--- src/rtl/dvp_tx_pkg.sv ---
// Shared types and constants for the DVP pattern transmitter.
package dvp_tx_pkg;

    typedef enum logic [2:0] {
        ST_IDLE,
        ST_VSYNC,
        ST_VBACK,
        ST_ACTIVE,
        ST_VFRONT
    } state_e;

    localparam logic [1:0] PAT_BARS    = 2'd0;
    localparam logic [1:0] PAT_GRAD    = 2'd1;
    localparam logic [1:0] PAT_CHECKER = 2'd2;
    localparam logic [1:0] PAT_COUNTER = 2'd3;

    // Index 0 is the leftmost bar.
    localparam logic [7:0][15:0] BAR_COLOURS = {
        16'h0000, 16'h001F, 16'hF800, 16'hF81F,
        16'h07E0, 16'h07FF, 16'hFFE0, 16'hFFFF
    };

endpackage

--- src/rtl/dvp_pixel_gen.sv ---
// Combinational RGB565 test-pattern function of (sel, x, y, pixcnt).
module dvp_pixel_gen
    import dvp_tx_pkg::*;
#(
    parameter int H_ACTIVE = 640
) (
    input  logic [1:0]  sel,
    input  logic [15:0] x,
    input  logic [3:0]  row,
    input  logic [15:0] pixcnt,
    output logic [15:0] pixel
);

    localparam int BAR_W = H_ACTIVE / 8;

    logic [2:0] bar;

    always_comb begin
        bar   = 3'(x / 16'(BAR_W));
        pixel = 16'h0000;
        case (sel)
            PAT_BARS:    pixel = BAR_COLOURS[bar];
            PAT_GRAD:    pixel = {x[4:0], x[5:0], x[4:0]};
            PAT_CHECKER: pixel = (x[3] ^ row[3]) ? 16'hFFFF : 16'h0000;
            PAT_COUNTER: pixel = pixcnt;
            default:     pixel = 16'h0000;
        endcase
    end

endmodule

--- src/rtl/dvp_pattern_tx.sv ---
// DVP camera emulator: vsync/href/8-bit RGB565 byte stream, high byte first.
// Optional build macro: DVP_TX_FRAME_TAG_EN puts frame_cnt_o in pixel (0,0).
//
// state     | meaning
// ST_IDLE   | stopped, outputs 0, waiting for enable_i
// ST_VSYNC  | V_SYNC lines with vsync high
// ST_VBACK  | V_BACK blank lines before the first active line
// ST_ACTIVE | V_ACTIVE lines, href high for 2*H_ACTIVE bytes
// ST_VFRONT | V_FRONT blank lines; frame counted and enable_i sampled at end
module dvp_pattern_tx
    import dvp_tx_pkg::*;
#(
    parameter int H_ACTIVE = 640,
    parameter int V_ACTIVE = 480,
    parameter int H_BLANK  = 160,
    parameter int V_SYNC   = 3,
    parameter int V_BACK   = 20,
    parameter int V_FRONT  = 10
) (
    input  logic        clk_i,
    input  logic        rst_n_i,
    input  logic        enable_i,
    input  logic [1:0]  pattern_sel_i,
    output logic        cmos_vsync_o,
    output logic        cmos_href_o,
    output logic [7:0]  cmos_data_o,
    output logic        frame_start_o,
    output logic [15:0] frame_cnt_o,
    output logic        busy_o
);

    localparam int LINE_LEN = 2 * H_ACTIVE + H_BLANK;
    localparam int CW       = $clog2(LINE_LEN);
    localparam logic [CW-1:0] COL_LAST = CW'(LINE_LEN - 1);
    localparam logic [CW-1:0] COL_HREF = CW'(2 * H_ACTIVE);

    state_e      state, state_nxt;
    logic [CW-1:0] col, col_nxt;
    logic [15:0] lines_left, lines_nxt;
    logic [15:0] y, y_nxt;
    logic [15:0] pixcnt, pixcnt_nxt;
    logic [1:0]  sel, sel_nxt;
    logic [15:0] fcnt_nxt;
    logic        start_frame;
    logic [15:0] x_nxt;
    logic [15:0] pix_pattern, pix_out;
    logic        href_nxt;
    logic [7:0]  data_nxt;

    always_comb begin
        state_nxt   = state;
        col_nxt     = col;
        lines_nxt   = lines_left;
        y_nxt       = y;
        pixcnt_nxt  = pixcnt;
        sel_nxt     = sel;
        fcnt_nxt    = frame_cnt_o;
        start_frame = 1'b0;

        if (state == ST_IDLE) begin
            start_frame = enable_i;
        end else begin
            col_nxt = (col == COL_LAST) ? '0 : col + CW'(1);
            // A pixel is complete once its low byte (odd column) has gone out.
            if (state == ST_ACTIVE && col < COL_HREF && col[0])
                pixcnt_nxt = pixcnt + 16'd1;
            if (col == COL_LAST) begin
                if (lines_left != 16'd0) begin
                    lines_nxt = lines_left - 16'd1;
                    if (state == ST_ACTIVE)
                        y_nxt = y + 16'd1;
                end else begin
                    case (state)
                        ST_VSYNC: begin
                            state_nxt = ST_VBACK;
                            lines_nxt = 16'(V_BACK - 1);
                        end
                        ST_VBACK: begin
                            state_nxt = ST_ACTIVE;
                            lines_nxt = 16'(V_ACTIVE - 1);
                            y_nxt     = '0;
                        end
                        ST_ACTIVE: begin
                            state_nxt = ST_VFRONT;
                            lines_nxt = 16'(V_FRONT - 1);
                        end
                        ST_VFRONT: begin
                            fcnt_nxt    = frame_cnt_o + 16'd1;
                            state_nxt   = ST_IDLE;
                            start_frame = enable_i;
                        end
                        default: state_nxt = ST_IDLE;
                    endcase
                end
            end
        end

        if (start_frame) begin
            state_nxt  = ST_VSYNC;
            col_nxt    = '0;
            lines_nxt  = 16'(V_SYNC - 1);
            y_nxt      = '0;
            pixcnt_nxt = '0;
            sel_nxt    = pattern_sel_i;
        end
    end

    assign x_nxt = 16'(col_nxt >> 1);

    dvp_pixel_gen #(
        .H_ACTIVE (H_ACTIVE)
    ) u_pixel_gen (
        .sel    (sel_nxt),
        .x      (x_nxt),
        .row    (y_nxt[3:0]),
        .pixcnt (pixcnt_nxt),
        .pixel  (pix_pattern)
    );

    always_comb begin
`ifdef DVP_TX_FRAME_TAG_EN
        pix_out = (x_nxt == 16'd0 && y_nxt == 16'd0) ? fcnt_nxt : pix_pattern;
`else
        pix_out = pix_pattern;
`endif
        href_nxt = (state_nxt == ST_ACTIVE) && (col_nxt < COL_HREF);
        data_nxt = 8'h00;
        if (href_nxt)
            data_nxt = col_nxt[0] ? pix_out[7:0] : pix_out[15:8];
    end

    // Outputs are registered from next-state values so they line up with the state register.
    always_ff @(posedge clk_i or negedge rst_n_i) begin
        if (!rst_n_i) begin
            state         <= ST_IDLE;
            col           <= '0;
            lines_left    <= '0;
            y             <= '0;
            pixcnt        <= '0;
            sel           <= '0;
            frame_cnt_o   <= '0;
            cmos_vsync_o  <= 1'b0;
            cmos_href_o   <= 1'b0;
            cmos_data_o   <= 8'h00;
            frame_start_o <= 1'b0;
            busy_o        <= 1'b0;
        end else begin
            state         <= state_nxt;
            col           <= col_nxt;
            lines_left    <= lines_nxt;
            y             <= y_nxt;
            pixcnt        <= pixcnt_nxt;
            sel           <= sel_nxt;
            frame_cnt_o   <= fcnt_nxt;
            cmos_vsync_o  <= (state_nxt == ST_VSYNC);
            cmos_href_o   <= href_nxt;
            cmos_data_o   <= data_nxt;
            frame_start_o <= start_frame;
            busy_o        <= (state_nxt != ST_IDLE);
        end
    end

endmodule

--- config.mk ---
export PLATFORM = sky130hd
export DESIGN_NAME = dvp_pattern_tx
export DESIGN_NICKNAME = d
export VERILOG_FILES = /design/src/rtl/dvp_tx_pkg.sv /design/src/rtl/dvp_pixel_gen.sv /design/src/rtl/dvp_pattern_tx.sv
export SDC_FILE = /design/constraint.sdc
export NUM_CORES = 1
export LEC_CHECK = 0
export ABC_AREA = 0
export BUFFER_PORTS_ARGS = -buffer_cell sky130_fd_sc_hd__buf_2
export CORE_MARGIN = 10
export CORE_UTILIZATION = 40
export DETAILED_ROUTE_END_ITERATION = 6
export GPL_ROUTABILITY_DRIVEN = 1
export HOLD_SLACK_MARGIN = 0.05
export PLACE_DENSITY = 0.59
export SKIP_LAST_GASP = 1
export SYNTH_ARGS = -nofsm -noshare
export SYNTH_HDL_FRONTEND = slang
export SYNTH_SLANG_ARGS = --single-unit
--- constraint.sdc ---
create_clock -name clk_i -period 6.9 [get_ports clk_i]
set_clock_uncertainty 0.05 [all_clocks]
set_input_delay 0.69 -clock clk_i [delete_from_list [all_inputs] [get_ports clk_i]]
set_output_delay 0.69 -clock clk_i [all_outputs]
set_load 0.05 [all_outputs]
==> results.toml <==
[die]
core-area_um2 = 11030
die_w_um = 126.9
ioPinCount = 33
num_rows = 38
start_util_pct = 41.42
die_height_um = 126.9
dieArea_um2 = 16100

[min_path]
holdPathEnd = "frame_cnt_o[15]"
min_path_type = "reg2reg"
holdCritStartpoint = "frame_cnt_o[15]"
holdPathStages = 1

[synth]
synth_area_um2 = 4569
synthCells = 505
synth_edf_count = 0
synth_most_common_cell = "dfrtp_1"
ys_warn_count = 0
synthXorXnorAreaFrac_pct = 7.475
synth_top_area_cell = "dfrtp_1"
synth.area.top_cells = "dfrtp_1, nor2_1, o21ai_0, xor2_1, nand2_1"
synth_common_cells = "dfrtp_1, nor2_1, nand2_1"
muxShareOfSynthArea_pct = 1.999
synth-async-reset-ratio_pct = 100.0
ys_ff_latch = 80
synth_top_family_by_area = "simple AND/OR/NAND/NOR gates"
yosysTopAreaCellShare_pct = 43.81
synth-seq-area-share_pct = 43.81
syn_area_per_cell_um2 = 9.048
yosys.area_share.simple_pct = 25.68
synth-compound-area-share_pct = 16.40
synth_cell_types = 71
synthFlopType = "dfrtp_1"
synth_nets = 515
synthAdderAreaFrac_pct = 1.588

[global_routing]
grt_start_max_net_pins = 81
grt_first_pass_wirelength_mm = 18.31
track_usage_pct = 13.61
grt_overflow_total = 0
grt_pass1_vias = 3612
antenna_found_initial = 0

[sta]
fin_crit_sh_pct = 55.24
setup_viol_count_final = 0
max_freq_ghz = 0.2623
period_needed_ns = 3.812
rsz0062_at_grt = "false"
relSlewSlack_pct = 32.47
slew_viol_final = 0
finalSetupTns_ns = 0
worst_pin_slew_ns = 1.013
finalHoldViolCount = 0

[worst_setup_path]
rr_startpoint = "lines_left[0]"
worstPathCellList = "inv_1, ha_1, nor3b_2, nand4_2, nor2_2, o21bai_2, inv_2, mux2i_1, inv_1, o31ai_1, a21oi_1, o22ai_1"
startpoint = "lines_left[0]"
cpMaxStageDelayCell = "inv_2"
criticalPathCategory = "reg2reg"
critPathLaunchType = "register"
crit_top_cell = "inv_1"
cp.required_ns = 7.11
rrSetupSlack_ns = 3.09
r2r_cells = 12
critical_path.max_fanout = 37
cp.arrival_ns = 4.02
r2r_end = "cmos_data_o[3]"
worst_setup_path_end_kind = "register"
critPathMaxStageDelay_ns = 0.52

[drt]
detail-route-antenna-nets = 0
drc = 0
vias = 3773
wirelength_mm = 10.85
dr.first_iter.drc_count = 370
post_drt_wl_per_cell_um = 16.04
vias_per_cell = 5.581
drtPass1Iterations = 4

[finish]
drive_above_1_share_pct = 13.62
n_antenna_cell = 0
nets = 541
stdcell_area_um2 = 5119
instances_no_fill = 676
area_growth_pct = 12.02
fillers = 1046

[cts]
clk_latency_ns = 0.34
cts_resized = 0
clock-sinks = 80
clock_path_buffers = 2
postCtsHoldBufs = 0
post_cts_buffers = 0
cts_inserted_buffers = 9
path_clk_slew_ns = 0.06
cts_root_buffer = "clkbuf_16"
htreeDepth = 3
tritoncts = "yes"

[placement]
dpl.cell_count = 660
routabilityCongestion = 0.8756
place_area_um2 = 4828
dp_hpwl_mm = 7.644
io_buffers = 32

[pwr]
power_leakage_uw = 0.002167
cellPowerDensity_nw_per_um2 = 186.7
ir_worst_vdd_uv = 116.0

[job]
maxCapViolCount = 0

[run_status]
status = "finished, final reports clean"
[worst max path at each step]
stage / slack, ns / depth (start not counted) / to
2_1_floorplan: 4.24 / 12 / cmos_data_o[3]
3_3_place_gp: 3.30 / 12 / cmos_data_o[3]
3_5_place_dp: 3.16 / 12 / cmos_data_o[3]
4_1_cts: 3.14 / 12 / cmos_data_o[3]
5_1_grt: 2.65 / 12 / cmos_data_o[3]
6_report: 3.09 / 12 / cmos_data_o[3]
[per-stage QoR]
step	setup slack (ns)	hold WS, ns	utilization, %	total power [uW]
after detailed placement	3.164	0.4112	43.77	489.9
after global placement	3.296	0.4083	43.77	489.8
final	3.088	0.4105	46.40	955.5
after floorplan	4.237	0.3444	-	478.1
after global routing	2.649	0.4481	46.40	986.4
after CTS	3.143	0.4206	46.40	966.8
[report_power, final]
group | internal (uW) | leakage (uW) | switching [uW] | total [uW]
clock network | 281 | 0.000143 | 195 | 475
registers | 469 | 0.000972 | 0 | 469
logic | 1.09 | 0.00105 | 10.2 | 11.3
[layer usage]
metal  global-route usage (%)  vias to the layer above  routed length (um)
met5                        0                        -                   0
met4                    4.086                        0                 135
met3                    3.374                       12                 537
met2                    20.23                       71                4910
met1                    18.98                     1815                5263
li1                         -                     1875                   -
[area by class of cell]
type | count | area [um^2] | share of cell area [%]
timing repair buffer | 34 | 177.7 | 3.471
inverter | 12 | 45.04 | 0.8800
multi-input combinational | 394 | 2429 | 47.45
tap | 140 | 175.2 | 3.422
clock buffer | 11 | 232.7 | 4.547
clock inverter | 5 | 57.56 | 1.124
sequential | 80 | 2002 | 39.11
[critical path: cells and delay by family, from the launching register on]
kind                       cells  cell delay (ns)
and+or+nand+nor                3             1.17
AOI/OAI and AO/OA              4             0.80
buffers and inverters          3             0.69
DFF                            1             0.41
muxes                          1             0.41
adders and majority gates      1             0.17
[flip-flops by register name (all words and copies together) (netlist names)]
| register | count |
|---|---|
| state | 3 |
| frame_start_o | 1 |
| cmos_href_o | 1 |
| busy_o | 1 |
| frame_cnt_o | 16 |
| y | 4 |
| cmos_data_o | 8 |
| pixcnt | 16 |
| col | 11 |
| lines_left | 16 |
| cmos_vsync_o | 1 |
| sel | 2 |
[logic make-up (layout without fill, tap and decap cells)]
kind of cell	count (synthesis)	count (layout)
buffers and inverters	31	62
AO/OA/AOI/OAI	117	117
XOR/XNOR	39	39
adder cells (fa/ha/maj)	6	6
AND/OR/NAND/NOR	224	224
multiplexers	8	8
flip-flops	80	80
[placed cells by master, fill, tap and decap left out, types with 3 or more instances in the layout]
cell type / count
inv_1: 10
buf_4: 3
nand3_1: 19
nand2_1: 51
and2_1: 5
nand4_1: 11
a21oi_1: 30
xnor2_1: 17
or3_1: 6
a211oi_1: 3
or4_1: 4
o22ai_1: 7
xor2_1: 22
nor3_1: 11
clkbuf_16: 9
o21ai_0: 42
and3_1: 12
nor2_1: 67
ha_1: 5
o21ai_1: 6
nor3b_1: 3
dfrtp_1: 80
nor4_1: 6
nand2b_1: 3
mux2i_1: 4
a21o_1: 3
o31ai_1: 4
buf_2: 31
nand3b_1: 3
No activity file was read; power rests on OpenSTA's default activity.
